<file path="config.mk">
export PLATFORM = sky130hd
export DESIGN_NAME = force_output_node_router
export DESIGN_NICKNAME = d
export VERILOG_FILES = /design/src/rtl/force_output_node_router.sv
export SDC_FILE = /design/constraint.sdc
export NUM_CORES = 1
export LEC_CHECK = 0
export CAP_MARGIN = 10
export CORE_AREA = 2 2 320 322
export DETAILED_ROUTE_END_ITERATION = 12
export DIE_AREA = 0 0 322 324
export GPL_TIMING_DRIVEN = 0
export PLACE_DENSITY = 0.82
export SYNTH_ARGS = -nofsm -noshare
export SYNTH_HDL_FRONTEND = slang
export SYNTH_SLANG_ARGS = --single-unit
export TNS_END_PERCENT = 5
</file>
<file path="constraint.sdc">
create_clock -name clk -period 16 [get_ports clk]
set_input_delay 3.2 -clock clk [delete_from_list [all_inputs] [get_ports clk]]
set_output_delay 3.2 -clock clk [all_outputs]
set_load 0.01 [all_outputs]
</file>
<file path="src/rtl/force_output_node_router.sv">
// force_output_node_router
//   Return path of the inter-node force ring. Partial forces computed by the
//   local PEs are buffered in a small FIFO and injected into the ring. Transit
//   packets are forwarded with their hop lifetime decremented. Packets whose
//   destination is this node's home cell are ejected into the force cache.
//
// Ports
//   clk, rst                       clock, synchronous active-low reset
//   i_ring_*                       upstream ring packet (valid, force, pid, gcid, node id, lifetime)
//   i_pe_*, o_pe_ready             PE force result push handshake into the injection FIFO
//   i_local_gcid, i_local_node_id  identity of this node's home cell
//   i_cache_ready                  force cache can accept a write this cycle
//   o_ring_*                       downstream ring packet (registered)
//   o_cache_valid/_force/_pid      force cache write (registered)
//   o_drop_err, o_recirc           single-cycle event pulses
//   i_flush_req, o_flush_done      drain handshake
//   o_fifo_count                   injection FIFO occupancy
module force_output_node_router #(
  parameter int DATA_WIDTH        = 32,
  parameter int PARTICLE_ID_WIDTH = 7,
  parameter int GCID_WIDTH        = 15,
  parameter int NODE_ID_WIDTH     = 4,
  parameter int LIFETIME_WIDTH    = 5,
  parameter int MAX_LIFETIME      = 26,
  parameter int FIFO_DEPTH        = 8
) (
  input  logic                           clk,
  input  logic                           rst,
  input  logic                           i_ring_valid,
  input  logic [3*DATA_WIDTH-1:0]        i_ring_force,
  input  logic [PARTICLE_ID_WIDTH-1:0]   i_ring_pid,
  input  logic [GCID_WIDTH-1:0]          i_ring_gcid,
  input  logic [NODE_ID_WIDTH-1:0]       i_ring_node_id,
  input  logic [LIFETIME_WIDTH-1:0]      i_ring_lifetime,
  input  logic                           i_pe_valid,
  input  logic [3*DATA_WIDTH-1:0]        i_pe_force,
  input  logic [PARTICLE_ID_WIDTH-1:0]   i_pe_pid,
  input  logic [GCID_WIDTH-1:0]          i_pe_gcid,
  input  logic [NODE_ID_WIDTH-1:0]       i_pe_node_id,
  output logic                           o_pe_ready,
  input  logic [GCID_WIDTH-1:0]          i_local_gcid,
  input  logic [NODE_ID_WIDTH-1:0]       i_local_node_id,
  input  logic                           i_cache_ready,
  output logic                           o_ring_valid,
  output logic [3*DATA_WIDTH-1:0]        o_ring_force,
  output logic [PARTICLE_ID_WIDTH-1:0]   o_ring_pid,
  output logic [GCID_WIDTH-1:0]          o_ring_gcid,
  output logic [NODE_ID_WIDTH-1:0]       o_ring_node_id,
  output logic [LIFETIME_WIDTH-1:0]      o_ring_lifetime,
  output logic                           o_cache_valid,
  output logic [3*DATA_WIDTH-1:0]        o_cache_force,
  output logic [PARTICLE_ID_WIDTH-1:0]   o_cache_pid,
  output logic                           o_drop_err,
  output logic                           o_recirc,
  input  logic                           i_flush_req,
  output logic                           o_flush_done,
  output logic [$clog2(FIFO_DEPTH):0]    o_fifo_count
);

  localparam int FW = 3 * DATA_WIDTH;
  localparam int AW = $clog2(FIFO_DEPTH);
  localparam int CW = AW + 1;
  localparam int EW = FW + PARTICLE_ID_WIDTH + GCID_WIDTH + NODE_ID_WIDTH;
  localparam logic [LIFETIME_WIDTH-1:0] LT_MAX = LIFETIME_WIDTH'(MAX_LIFETIME);
  localparam logic [LIFETIME_WIDTH-1:0] LT_ONE = LIFETIME_WIDTH'(1);

  typedef enum logic [1:0] {ST_RUN, ST_DRAIN, ST_DONE} state_t;

  state_t                         state_q, state_d;
  logic                           ring_valid_q, ring_valid_d;
  logic [FW-1:0]                  ring_force_q, ring_force_d;
  logic [PARTICLE_ID_WIDTH-1:0]   ring_pid_q, ring_pid_d;
  logic [GCID_WIDTH-1:0]          ring_gcid_q, ring_gcid_d;
  logic [NODE_ID_WIDTH-1:0]       ring_node_id_q, ring_node_id_d;
  logic [LIFETIME_WIDTH-1:0]      ring_lifetime_q, ring_lifetime_d;
  logic                           cache_valid_q, cache_valid_d;
  logic [FW-1:0]                  cache_force_q, cache_force_d;
  logic [PARTICLE_ID_WIDTH-1:0]   cache_pid_q, cache_pid_d;
  logic                           drop_err_q, drop_err_d;
  logic                           recirc_q, recirc_d;
  logic                           pe_ready_q, pe_ready_d;
  logic [CW-1:0]                  count_q, count_d;
  logic [AW-1:0]                  wr_ptr_q, wr_ptr_d;
  logic [AW-1:0]                  rd_ptr_q, rd_ptr_d;
  logic [EW-1:0]                  mem_q [FIFO_DEPTH];
  logic [EW-1:0]                  mem_d [FIFO_DEPTH];

  logic                           push, pop;
  logic                           slot_free, cache_used;
  logic                           ring_match, head_match, fifo_empty;
  logic [FW-1:0]                  head_force;
  logic [PARTICLE_ID_WIDTH-1:0]   head_pid;
  logic [GCID_WIDTH-1:0]          head_gcid;
  logic [NODE_ID_WIDTH-1:0]       head_node_id;

  assign fifo_empty = (count_q == '0);
  assign {head_force, head_pid, head_gcid, head_node_id} = mem_q[rd_ptr_q];
  assign ring_match = (i_ring_gcid == i_local_gcid) && (i_ring_node_id == i_local_node_id);
  assign head_match = (head_gcid == i_local_gcid) && (head_node_id == i_local_node_id);

  // pe_ready is registered so it reads 0 while in reset; its value equals
  // (count < depth) & RUN evaluated on the registered state.
  assign push = i_pe_valid && pe_ready_q;

  // Ring/cache arbitration: the incoming ring packet is served first, then the
  // FIFO head takes whatever ring slot or cache port is still free.
  always_comb begin
    ring_valid_d    = 1'b0;
    ring_force_d    = ring_force_q;
    ring_pid_d      = ring_pid_q;
    ring_gcid_d     = ring_gcid_q;
    ring_node_id_d  = ring_node_id_q;
    ring_lifetime_d = ring_lifetime_q;
    cache_valid_d   = 1'b0;
    cache_force_d   = cache_force_q;
    cache_pid_d     = cache_pid_q;
    drop_err_d      = 1'b0;
    recirc_d        = 1'b0;
    pop             = 1'b0;
    slot_free       = 1'b1;
    cache_used      = 1'b0;

    if (i_ring_valid) begin
      if (ring_match) begin
        if (i_cache_ready) begin
          cache_valid_d = 1'b1;
          cache_force_d = i_ring_force;
          cache_pid_d   = i_ring_pid;
          cache_used    = 1'b1;
        end else begin
          // Cache busy: send it round the ring again with a fresh lifetime.
          ring_valid_d    = 1'b1;
          ring_force_d    = i_ring_force;
          ring_pid_d      = i_ring_pid;
          ring_gcid_d     = i_ring_gcid;
          ring_node_id_d  = i_ring_node_id;
          ring_lifetime_d = LT_MAX;
          recirc_d        = 1'b1;
          slot_free       = 1'b0;
        end
      end else if (i_ring_lifetime != '0) begin
        ring_valid_d    = 1'b1;
        ring_force_d    = i_ring_force;
        ring_pid_d      = i_ring_pid;
        ring_gcid_d     = i_ring_gcid;
        ring_node_id_d  = i_ring_node_id;
        ring_lifetime_d = i_ring_lifetime - LT_ONE;
        slot_free       = 1'b0;
      end else begin
        drop_err_d = 1'b1;
      end
    end

    // A locally destined head waits for the cache port and never enters the ring.
    if (!fifo_empty) begin
      if (head_match) begin
        if (!cache_used && i_cache_ready) begin
          pop           = 1'b1;
          cache_valid_d = 1'b1;
          cache_force_d = head_force;
          cache_pid_d   = head_pid;
        end
      end else if (slot_free) begin
        pop             = 1'b1;
        ring_valid_d    = 1'b1;
        ring_force_d    = head_force;
        ring_pid_d      = head_pid;
        ring_gcid_d     = head_gcid;
        ring_node_id_d  = head_node_id;
        ring_lifetime_d = LT_MAX;
      end
    end
  end

  // FIFO bookkeeping and flush state machine.
  always_comb begin
    mem_d = mem_q;
    wr_ptr_d = wr_ptr_q;
    rd_ptr_d = rd_ptr_q;
    state_d  = state_q;
    if (push) begin
      mem_d[wr_ptr_q] = {i_pe_force, i_pe_pid, i_pe_gcid, i_pe_node_id};
      wr_ptr_d = wr_ptr_q + AW'(1);
    end
    if (pop) rd_ptr_d = rd_ptr_q + AW'(1);
    count_d = count_q + CW'(push) - CW'(pop);

    case (state_q)
      ST_RUN:   if (i_flush_req) state_d = ST_DRAIN;
      ST_DRAIN: begin
        if (!i_flush_req) state_d = ST_RUN;
        else if (fifo_empty && !ring_valid_q && !i_ring_valid) state_d = ST_DONE;
      end
      ST_DONE:  if (!i_flush_req) state_d = ST_RUN;
      default:  state_d = ST_RUN;
    endcase

    pe_ready_d = (count_d < CW'(FIFO_DEPTH)) && (state_d == ST_RUN);
  end

  always_ff @(posedge clk) begin
    if (!rst) begin
      state_q         <= ST_RUN;
      ring_valid_q    <= 1'b0;
      ring_force_q    <= '0;
      ring_pid_q      <= '0;
      ring_gcid_q     <= '0;
      ring_node_id_q  <= '0;
      ring_lifetime_q <= '0;
      cache_valid_q   <= 1'b0;
      cache_force_q   <= '0;
      cache_pid_q     <= '0;
      drop_err_q      <= 1'b0;
      recirc_q        <= 1'b0;
      pe_ready_q      <= 1'b0;
      count_q         <= '0;
      wr_ptr_q        <= '0;
      rd_ptr_q        <= '0;
    end else begin
      state_q         <= state_d;
      ring_valid_q    <= ring_valid_d;
      ring_force_q    <= ring_force_d;
      ring_pid_q      <= ring_pid_d;
      ring_gcid_q     <= ring_gcid_d;
      ring_node_id_q  <= ring_node_id_d;
      ring_lifetime_q <= ring_lifetime_d;
      cache_valid_q   <= cache_valid_d;
      cache_force_q   <= cache_force_d;
      cache_pid_q     <= cache_pid_d;
      drop_err_q      <= drop_err_d;
      recirc_q        <= recirc_d;
      pe_ready_q      <= pe_ready_d;
      count_q         <= count_d;
      wr_ptr_q        <= wr_ptr_d;
      rd_ptr_q        <= rd_ptr_d;
    end
  end

  // Payload storage needs no reset: occupancy is tracked by count/pointers.
  always_ff @(posedge clk) begin
    mem_q <= mem_d;
  end

  assign o_pe_ready      = pe_ready_q;
  assign o_ring_valid    = ring_valid_q;
  assign o_ring_force    = ring_force_q;
  assign o_ring_pid      = ring_pid_q;
  assign o_ring_gcid     = ring_gcid_q;
  assign o_ring_node_id  = ring_node_id_q;
  assign o_ring_lifetime = ring_lifetime_q;
  assign o_cache_valid   = cache_valid_q;
  assign o_cache_force   = cache_force_q;
  assign o_cache_pid     = cache_pid_q;
  assign o_drop_err      = drop_err_q;
  assign o_recirc        = recirc_q;
  assign o_flush_done    = (state_q == ST_DONE);
  assign o_fifo_count    = count_q;

endmodule

</file>
==> run summary <==
========================================================================================
Run status                                                                  finished clean
Maximum frequency from static timing analysis                                  0.116 GHz
Number of top-level pins                                                             514
Number of port buffers                                                               511
Total half-perimeter wirelength after legalization and detailed placement      93,700 um
Power dissipated by switching net loads                                          2320 uW
Dominant combinational cell family by area after synthesis                  multiplexers
Worst Path Required                                                            16,640 ps
Residual DRC                                                                           0
Worst Max-Slew Pin Slew                                                          1330 ps
Pin count of the biggest net entering global routing                                  26
Full die area                                                                104,000 um2
Post-Synthesis Cell Area                                                      47,100 um2
Length of the first detailed-routing pass in iterations                                5
Cell area after placement                                                     55,100 um2
Overall power after layout                                                       8430 uW
Internal power contribution                                                      6110 uW
Clock group share of total power                                                   33.5%
Worst-path clk slew                                                                60 ps
Number of cell rows                                                                  117
Wire length of the first global-routing pass                                  190,000 um
Via-to-Cell Ratio                                                                   5.92
TritonCTS Buffers                                                                    119
Relative contribution of combinational cells to total power                        23.4%
Pleak                                                                          0.0196 uW
Final cell area excluding filler cells                                        59,100 um2
Sinks on the clock net                                                             1,223
Crit end category                                                                   flop
Number of global-route vias before repair                                         27,900
Ys flop type                                                                    edfxtp_1
Number of synthesis warnings                                                           0
Number of unique standard cell types used by synthesis                                54
Max Cap Violations                                                                     0
Net count, final                                                                   3,545
Routability cong.                                                                  0.813
Total congestion overflow after global routing                                         0
Area grow syn2layout                                                               25.6%
DIE HEIGHT                                                                        324 um
Post-synthesis cell count                                                          2,527
Max-slew headroom                                                                  11.4%
Number of enable flip-flop cells after synthesis                                     976
Number of cells in the design after placement                                      4,449
Critical setup path kind                                                       in -> reg
Die X                                                                             322 um
Xor/xnor cell area share of the yosys netlist                                     0.800%
Maximum fanout along the worst path                                                   10
Synthesized-area fraction occupied by and/or/nand/nor cells                        1.25%
Share of the synthesized area in the top cell type                                 62.3%
Adder-cell share of the synthesized area                                          0.282%
Sequential group share of total power                                              43.2%
Skew final                                                                       38.1 ps
Final setup violation count                                                            0
Syn_nets                                                                           2,811
Final-layout setup total negative slack                                             0 ps
Path category of the worst min-delay check                                    reg -> reg
CTS Root Buffer Type                                                           clkbuf_16
WP data arrival                                                                  9240 ps
Post-CTS Resized                                                                       0
Starting density of the core                                                       46.6%
Total via count after detailed routing                                            27,700
Largest cells by area after synthesis                                       edfxtp_1 62%, mux4_2 11%, dfxtp_1 11%, mux2i_1 5.4%, a22o_1 2.1%
Yosys reg bits                                                                     1,223
Maximum buffer depth of the clock tree                                                 3
Final cell count without fillers                                                   4,683
Hold violation count in the final report                                               0
Asr flop ratio synth                                                                  0%
H-tree depth                                                                           3
Initial DRC count                                                                  3,242
Final wirelength                                                              133,000 um
DR WL/cell                                                                       28.4 um
Shortest clock period the worst path allows after layout                         8590 ps
Worst vdd ir                                                                      102 uV
Post-synthesis cell type with the largest combined area                         edfxtp_1
Count of hold buffers inserted by post-cts repair                                      0
Antenna Nets Post-Route                                                                0
Power Dens Cells                                                              143 nW/um2
Share of the synthesized area in compound gates (AO/OA/AOI/OAI)                    5.92%
Synthesized area per cell                                                       18.6 um2
Worst Hold Margin                                                                 470 ps
RSZ-0062 raised after global routing                                                  no
Mux share of post-synthesis cell area                                              16.5%
Register area share after synthesis                                                72.8%
Number of pins with negative max-slew slack in the final report                        0
Floorplan Core Area                                                          101,000 um2
Share of total power consumed by net switching                                     27.5%
TritonCTS clock tree                                                                done
Clock latency at the later pin of the worst-skew pair                             730 ps
Antenna violations before repair                                                      25
Total setup buffers inserted after CTS                                                 0
Total track usage                                                                  25.3%
Filler Cells Inserted                                                              7,223
Share of final-layout standard cells stronger than drive strength 1                17.3%
Startpoint kind of the worst setup timing path                              primary input
Period Utilization, post-route                                                     53.7%
========================================================================================
==> worst paths after layout <==
check	startpoint	to	slack (ps)	depth (start not counted)
setup / recovery	i_local_gcid[13]	o_ring_force[37]	7410	13
hold / removal	state_q[1]	state_q[0]	470	1
setup reg to reg	rd_ptr_q[2]	o_fifo_count[2]	10510	17
hold reg to reg	state_q[1]	state_q[0]	470	1
==> synth_stat cells, types with 3 or more instances <==
cell / number
nor2_1: 25
a32o_1: 9
inv_1: 118
buf_2: 29
mux2i_1: 256
mux4_2: 230
dfxtp_1: 247
o2bb2ai_1: 5
nor4b_1: 3
nor4_1: 5
nand2b_1: 12
xnor2_1: 8
a21oi_1: 116
buf_4: 11
xor2_1: 35
nor3_1: 13
edfxtp_1: 976
o21ai_0: 3
buf_1: 26
a22oi_1: 6
o22ai_1: 3
nand3_1: 8
nand4_1: 4
a22o_1: 113
clkbuf_1: 89
buf_6: 6
o221ai_1: 102
nand2_1: 29
ha_1: 9
==> power groups by stage <==
stage / clock [uW] / sequential [uW] / combinational, uW
finish: 2820 / 3640 / 1970
global route: 2980 / 3650 / 2100
CTS: 2860 / 3640 / 1980
detailed placement: 0 / 3700 / 1970
global placement: 0 / 3750 / 1910
floorplan: 0 / 3750 / 1190
==> cells by family after synthesis <==
| kind of cell | after synthesis |
|---|---|
| compound gates | 369 |
| fa+ha+maj | 10 |
| buf+inv | 280 |
| simple gates | 115 |
| xor+xnor | 43 |
| mux | 487 |
| flops | 1223 |
==> flip-flops by register name, summed over array words and instances (netlist names), 3 cells and up <==
signal	flops
o_ring_lifetime	5
o_ring_force	96
rd_ptr_q	3
o_fifo_count	4
o_cache_force	96
o_ring_node_id	4
wr_ptr_q	3
o_cache_pid	7
o_ring_pid	7
mem_q	976
o_ring_gcid	15
==> worst max-delay path: stages <==
cell and delay [ps]:
clkdlybuf4s50_1 510, xor2_1 200, nor4_1 890, nand4_1 430, nor4_2 820, nor2_1 170, or2_2 330, clkbuf_1 220
nor2_1 770, clkbuf_2 470, buf_12 230, clkbuf_1 680, a22o_1 270
==> metal layers <==
layer  wire, um  GRT usage [%]  part of all wire (%)  vias up
met5        140              0                  0.11        -
met4       4410           9.92                   3.3       22
met3      14200           7.03                    11      272
met2      64100           40.7                    48     1478
met1      50400           32.7                    38    14200
li1           -              -                     -    11700
==> layout make-up <==
cell class | count | area (um2) | share of cell area (%)
clock inverters | 52 | 538 | 0.910
repair buffers | 613 | 6390 | 10.8
flip-flops and latches | 1223 | 34300 | 57.9
well taps | 1309 | 1640 | 2.77
multi-input cells | 1024 | 11700 | 19.8
clock buffers | 173 | 3430 | 5.80
diodes | 9 | 22.5 | 0.0381
plain buffers | 161 | 729 | 1.23
inverters | 119 | 447 | 0.755
==> layout by cell type (no fill, tap or decap), types with 13 or more instances in the layout <==
| master | n |
|---|---|
| a21oi_1 | 116 |
| a22o_1 | 113 |
| buf_1 | 26 |
| buf_12 | 13 |
| buf_2 | 29 |
| buf_4 | 31 |
| buf_6 | 65 |
| clkbuf_1 | 116 |
| clkbuf_16 | 120 |
| clkbuf_8 | 22 |
| clkdlybuf4s50_1 | 511 |
| clkinv_2 | 18 |
| dfxtp_1 | 247 |
| edfxtp_1 | 976 |
| inv_1 | 118 |
| mux2i_1 | 256 |
| mux4_2 | 230 |
| nand2_1 | 29 |
| nor2_1 | 21 |
| o221ai_1 | 102 |
| xor2_1 | 35 |
==> through the flow <==
step | util [%] | setup WS, ps
global placement | 53.3 | -12820
finish | 58.5 | 7410
floorplan | - | 242
CTS | 58.5 | 7640
global route | 58.5 | 7370
detailed placement | 54.6 | 6880
(Power assumes the default switching activity.)
